`config.mk`:
```
export PLATFORM = sky130hd
export DESIGN_NAME = iter_alu
export DESIGN_NICKNAME = d
export VERILOG_FILES = /design/src/rtl/iter_alu.sv
export SDC_FILE = /design/constraint.sdc
export NUM_CORES = 1
export LEC_CHECK = 0
export CAP_MARGIN = 20
export CELL_PAD_IN_SITES_DETAIL_PLACEMENT = 1
export CELL_PAD_IN_SITES_GLOBAL_PLACEMENT = 1
export CORE_ASPECT_RATIO = 1.5
export CORE_MARGIN = 2
export CORE_UTILIZATION = 42
export CTS_CLUSTER_DIAMETER = 60
export DETAILED_ROUTE_END_ITERATION = 16
export GPL_TIMING_DRIVEN = 0
export PLACE_DENSITY_LB_ADDON = 0.05
export SLEW_MARGIN = 5
export SYNTH_ARGS = -nofsm -noshare
export SYNTH_HDL_FRONTEND = slang
export SYNTH_SLANG_ARGS = --single-unit
```
`constraint.sdc`:
```
create_clock -name clk -period 4.25 [get_ports clk]
set_clock_uncertainty 0.2 [all_clocks]
set_input_delay 0.85 -clock clk [delete_from_list [all_inputs] [get_ports clk]]
set_output_delay 0.85 -clock clk [all_outputs]
set_load 0.005 [all_outputs]
```
`src/rtl/iter_alu.sv`:
```
// iter_alu: multi-cycle execute unit with single-cycle logic ops and an iterative shifter.
// Optional ITER_ALU_BYPASS_EN: accept a new op in the same cycle the result drains.
module iter_alu #(
    parameter int WIDTH      = 32,
    parameter int SHIFT_STEP = 1
) (
    input  logic             clk,
    input  logic             rst,
    input  logic             in_valid,
    output logic             in_ready,
    input  logic [3:0]       ALUop,
    input  logic [WIDTH-1:0] A,
    input  logic [WIDTH-1:0] B,
    output logic             out_valid,
    input  logic             out_ready,
    output logic [WIDTH-1:0] result,
    output logic             illegal
);
    localparam int AW = $clog2(WIDTH);

    localparam logic [3:0] ALU_ADD  = 4'd0;
    localparam logic [3:0] ALU_SUB  = 4'd1;
    localparam logic [3:0] ALU_AND  = 4'd2;
    localparam logic [3:0] ALU_OR   = 4'd3;
    localparam logic [3:0] ALU_XOR  = 4'd4;
    localparam logic [3:0] ALU_SLT  = 4'd5;
    localparam logic [3:0] ALU_SLTU = 4'd6;
    localparam logic [3:0] ALU_SLL  = 4'd7;
    localparam logic [3:0] ALU_SRL  = 4'd8;
    localparam logic [3:0] ALU_SRA  = 4'd9;
    localparam logic [3:0] ALU_CPYB = 4'd10;

    localparam logic [1:0] S_IDLE  = 2'd0;
    localparam logic [1:0] S_SHIFT = 2'd1;
    localparam logic [1:0] S_DONE  = 2'd2;

    localparam logic [AW:0] STEP = (AW+1)'(SHIFT_STEP);

    logic [1:0]       state;
    logic [WIDTH-1:0] work;
    logic [AW-1:0]    amt;
    logic [3:0]       op_q;

    logic [WIDTH-1:0] alu_res;
    logic             alu_ill;
    logic             is_shift;
    logic [AW:0]      amt_ext;
    logic [AW:0]      step;
    logic [WIDTH-1:0] shifted;
    logic             accept;

    assign out_valid = (state == S_DONE);
    assign accept    = in_valid && in_ready;

`ifdef ITER_ALU_BYPASS_EN
    assign in_ready = !rst &&
        (state == S_IDLE || (state == S_DONE && out_ready));
`else
    assign in_ready = !rst && (state == S_IDLE);
`endif

    always_comb begin
        alu_res  = '0;
        alu_ill  = 1'b0;
        is_shift = 1'b0;
        case (ALUop)
            ALU_ADD:  alu_res = A + B;
            ALU_SUB:  alu_res = A - B;
            ALU_AND:  alu_res = A & B;
            ALU_OR:   alu_res = A | B;
            ALU_XOR:  alu_res = A ^ B;
            ALU_SLT:  alu_res = {{(WIDTH-1){1'b0}},
                                 $signed(A) < $signed(B)};
            ALU_SLTU: alu_res = {{(WIDTH-1){1'b0}}, A < B};
            ALU_CPYB: alu_res = B;
            ALU_SLL, ALU_SRL, ALU_SRA: is_shift = 1'b1;
            default:  alu_ill = 1'b1;
        endcase
    end

    // The final partial step shifts only the remaining amount.
    always_comb begin
        amt_ext = {1'b0, amt};
        step    = (amt_ext < STEP) ? amt_ext : STEP;
        case (op_q)
            ALU_SRL: shifted = work >> step;
            ALU_SRA: shifted = $signed(work) >>> step;
            default: shifted = work << step;
        endcase
    end

    always_ff @(posedge clk) begin
        if (rst) begin
            state   <= S_IDLE;
            result  <= '0;
            illegal <= 1'b0;
            work    <= '0;
            amt     <= '0;
            op_q    <= ALU_ADD;
        end else begin
            case (state)
                S_SHIFT: begin
                    work <= shifted;
                    amt  <= amt - step[AW-1:0];
                    if (amt_ext == step) begin
                        result <= shifted;
                        state  <= S_DONE;
                    end
                end
                S_DONE: begin
                    if (out_ready)
                        state <= S_IDLE;
                end
                default: state <= S_IDLE;
            endcase
            // An accept in DONE (bypass) overrides the drain to IDLE.
            if (accept) begin
                illegal <= alu_ill;
                op_q    <= ALUop;
                if (is_shift) begin
                    work <= A;
                    amt  <= B[AW-1:0];
                    if (B[AW-1:0] == '0) begin
                        result <= A;
                        state  <= S_DONE;
                    end else begin
                        state <= S_SHIFT;
                    end
                end else begin
                    result <= alu_res;
                    state  <= S_DONE;
                end
            end
        end
    end

endmodule
```
==> impl_results.md <==
* Die ar. at 0.02411 mm2
* Largest net degree at the start of global routing at 16
* # port buffers at 105
* Via density at 6.603
* Post-Synth XOR/XNOR Area at 1.825%
* Synth Flop Type: dfxtp_1
* Worst vdd ir at 0.2159 mV
* Vias in the first global route at 11967
* Via count at 11694
* GR Overflow Total at 0
* Hold-fix buffers, CTS at 0
* Total Nets Final at 1679
* Clock transition at the registers of the reported paths at 0.06 ns
* YS warnings at 0
* Simple-gate area share of the yosys netlist at 18.59%
* Main combinational cell family by area after synthesis: compound AO/OA/AOI/OAI gates
* Cell count after synthesis at 1370
* Worst slew margin at 27.48%
* IO Pins at 107
* Fin util at 52.04%
* Worst-Skew Late Latency at 0.36 ns
* # rows at 67
* Distinct cells, synth at 79
* Async S/R FF share, synth at 0%
* Final Power at 0.002766 W
* Most frequent cells in the layout: 170 x nor2_1, 134 x a21oi_1, 109 x ha_1
* Pre-CTS setup slack at -0.9379 ns
* Synth Area in Compound Gates at 36.25%
* Flip-flop and latch count after synthesis at 76
* Routed length per placed instance at 27.63 um
* # diodes at 0
* Critical path class: in -> reg
* Unrepaired setup endpoints after global routing: yes
* Setup crit start kind: input pin
* Sequential-to-total area share from yosys stat at 15.85%
* CTS buffer count at 9
* Pre-antenna DRT Iters at 7
* Worst path arrival time at 4.25 ns
* Post-route insts no fill at 1771
* Slew Limit Fails at 0
* Detailed router's first-iteration violation count at 889
* Routability congestion estimate from global placement at 0.9969
* Final period util at 100.0%
* Mapped Area at 0.009599 mm2
* Dpl cells at 1752
* Syn_area_per_cell at 7.007 um2
* Peak Freq at 235.3 MHz
* Area leader, netlist: dfxtp_1
* # setup viols final at 1
* Core Region at 0.02238 mm2
* Synth-to-layout area growth at 21.34%
* HP Class: reg -> reg
* Die H at 189.2 um
* Critical path required time at 4.25 ns
* Top fanout value on the critical path at 8
* Pwr dens at 237.4 mW/mm2
* H-tree depth at 3
* Post-synth EDFFs at 0
* Failing checks: negative setup slack
* Status: finished, violations left
* Total wire length at 48.94 mm
* Max_cap viols at 0
* Final worst slack at -0.0004907 ns
* Slew @ Worst Pin at 1.088 ns
* CTS Buffer Depth at 2
* DRC at 0
* Gr usage total at 40.21%
* Post-DP HPWL at 38.58 mm
* Critical Path Sink Type: flip-flop
* Initial antenna violation count at 0
* CTS tree: done
* Pleak at 4.432 nW
* Commonest non-fill, non-tap cell in the layout: nor2_1
* Initial Util at 42.89%
* Area share of the largest cell type after synthesis at 15.85%
* Die Wd at 127.4 um
* Post-route ant nets at 0
* Fin crit period at 4.250 ns
* CTS root buffer: clkbuf_16
* CTS sink count at 76
* Mux contribution to synthesized area at 3.871%
* First-pass GRT wire length at 72.73 mm
* Adder-Cell Fraction of Synth Area at 15.41%
* Share of layout cells above drive strength 1 at 7.157%
* Fin. Hold Viols at 0
* Synth top area cells: dfxtp_1 16%, ha_1 15%, a21oi_1 7.3%, nor2_1 6.8%, a211oi_1 5.7%
* Syn_nets at 1559
==> cell families after synthesis <==
family                   count (synthesis)
multiplexers                            37
flip-flops                              76
AND/OR/NAND/NOR                        399
adder cells (fa/ha/maj)                117
AO/OA/AOI/OAI                          520
buffers and inverters                  201
XOR/XNOR                                20
==> per-layer routing <==
layer / track usage (%) / share of wire (%) / routed length [um] / up-vias
met1: 42.46 / 35 / 17140 / 5715
met3: 6.132 / 6.4 / 3111 / 202
li1: - / - / - / 5251
met4: 30.77 / 8.7 / 4277 / 0
met2: 70.88 / 50 / 24400 / 526
met5: 0 / 0 / 0 / -
==> where the power goes <==
part,internal [W],switching [W],total (W)
clock,0.000405,0.000361,0.000766
sequential,0.000749,0.0000336,0.000783
combinational,0.000440,0.000776,0.00122
total,0.00159,0.00117,0.00277
==> registers in the layout (all words and copies together) (netlist names) <==
register  count
result       32
work         32
illegal       1
op_q          4
amt           5
state         2
==> what timing repair did <==
action	in CTS	in global routing
gates resized for setup	36	40
endpoints found under the setup margin	25	25
hold endpoints to repair	0	0
buffers inserted	5	1
pin swaps	6	11
==> path summary, 6_finish.rpt <==
kind	startpoint	endpoint	slack, ns	cells after the start
worst max-delay path	A[20]	result[30]	-0.0005	13
worst max register to register	amt[2]	result[20]	0.72	10
worst min register to register	op_q[1]	op_q[1]	0.26	2
worst min-delay path	op_q[1]	op_q[1]	0.26	2
==> worst max-delay path: stages <==
cell and delay (ns):
clkdlybuf4s50_1 0.62, inv_1 0.15, ha_1 0.30, clkbuf_1 0.33, inv_1 0.20, a21oi_2 0.30, a21boi_0 0.21, o21ai_1 0.13
a211oi_2 0.45, o31ai_4 0.13, xnor2_1 0.16, a221oi_1 0.33, a221oi_2 0.10
==> layout make-up <==
class	count	area, um2
multi-input cells	1093	7576
clock buffers	9	225.2
repair buffers	112	1125
clock inverters	7	56.30
inverters	97	364.1
fillers	2893	10740
flip-flops and latches	76	1521
well taps	276	345.3
plain buffers	101	434.2
==> synthesized netlist by cell type (9+ instances only) <==
cell type and number:
xnor2_1 17, nand3_1 16, a222oi_1 9, a22oi_1 24, o22ai_1 13, clkbuf_1 77, dfxtp_1 76, buf_1 10
o21ai_1 13, nand4_1 12, a31oi_1 18, nor2b_1 9, a21oi_1 140, ha_1 115, a21o_1 15, nand2b_1 15
a221oi_1 23, nand2_1 100, nor2_1 173, o21ai_0 79, inv_1 94, a211oi_1 73, buf_2 15, nor4_1 12
o21a_1 10, nor3_1 28, o21bai_1 9, mux2i_1 36, o211ai_1 22
==> per-stage QoR <==
step	hold WS [ns]	TNS (ns)	cell area, um2
CTS	0.2592	0	11500
global placement	0.2417	-19.16	11000
floorplan	0.2315	0	9599
detailed placement	0.2505	-18.56	11010
finish	0.2590	-0.0004907	11650
global route	0.2894	-0.09297	11650
Power figures use the tool's default switching activity.
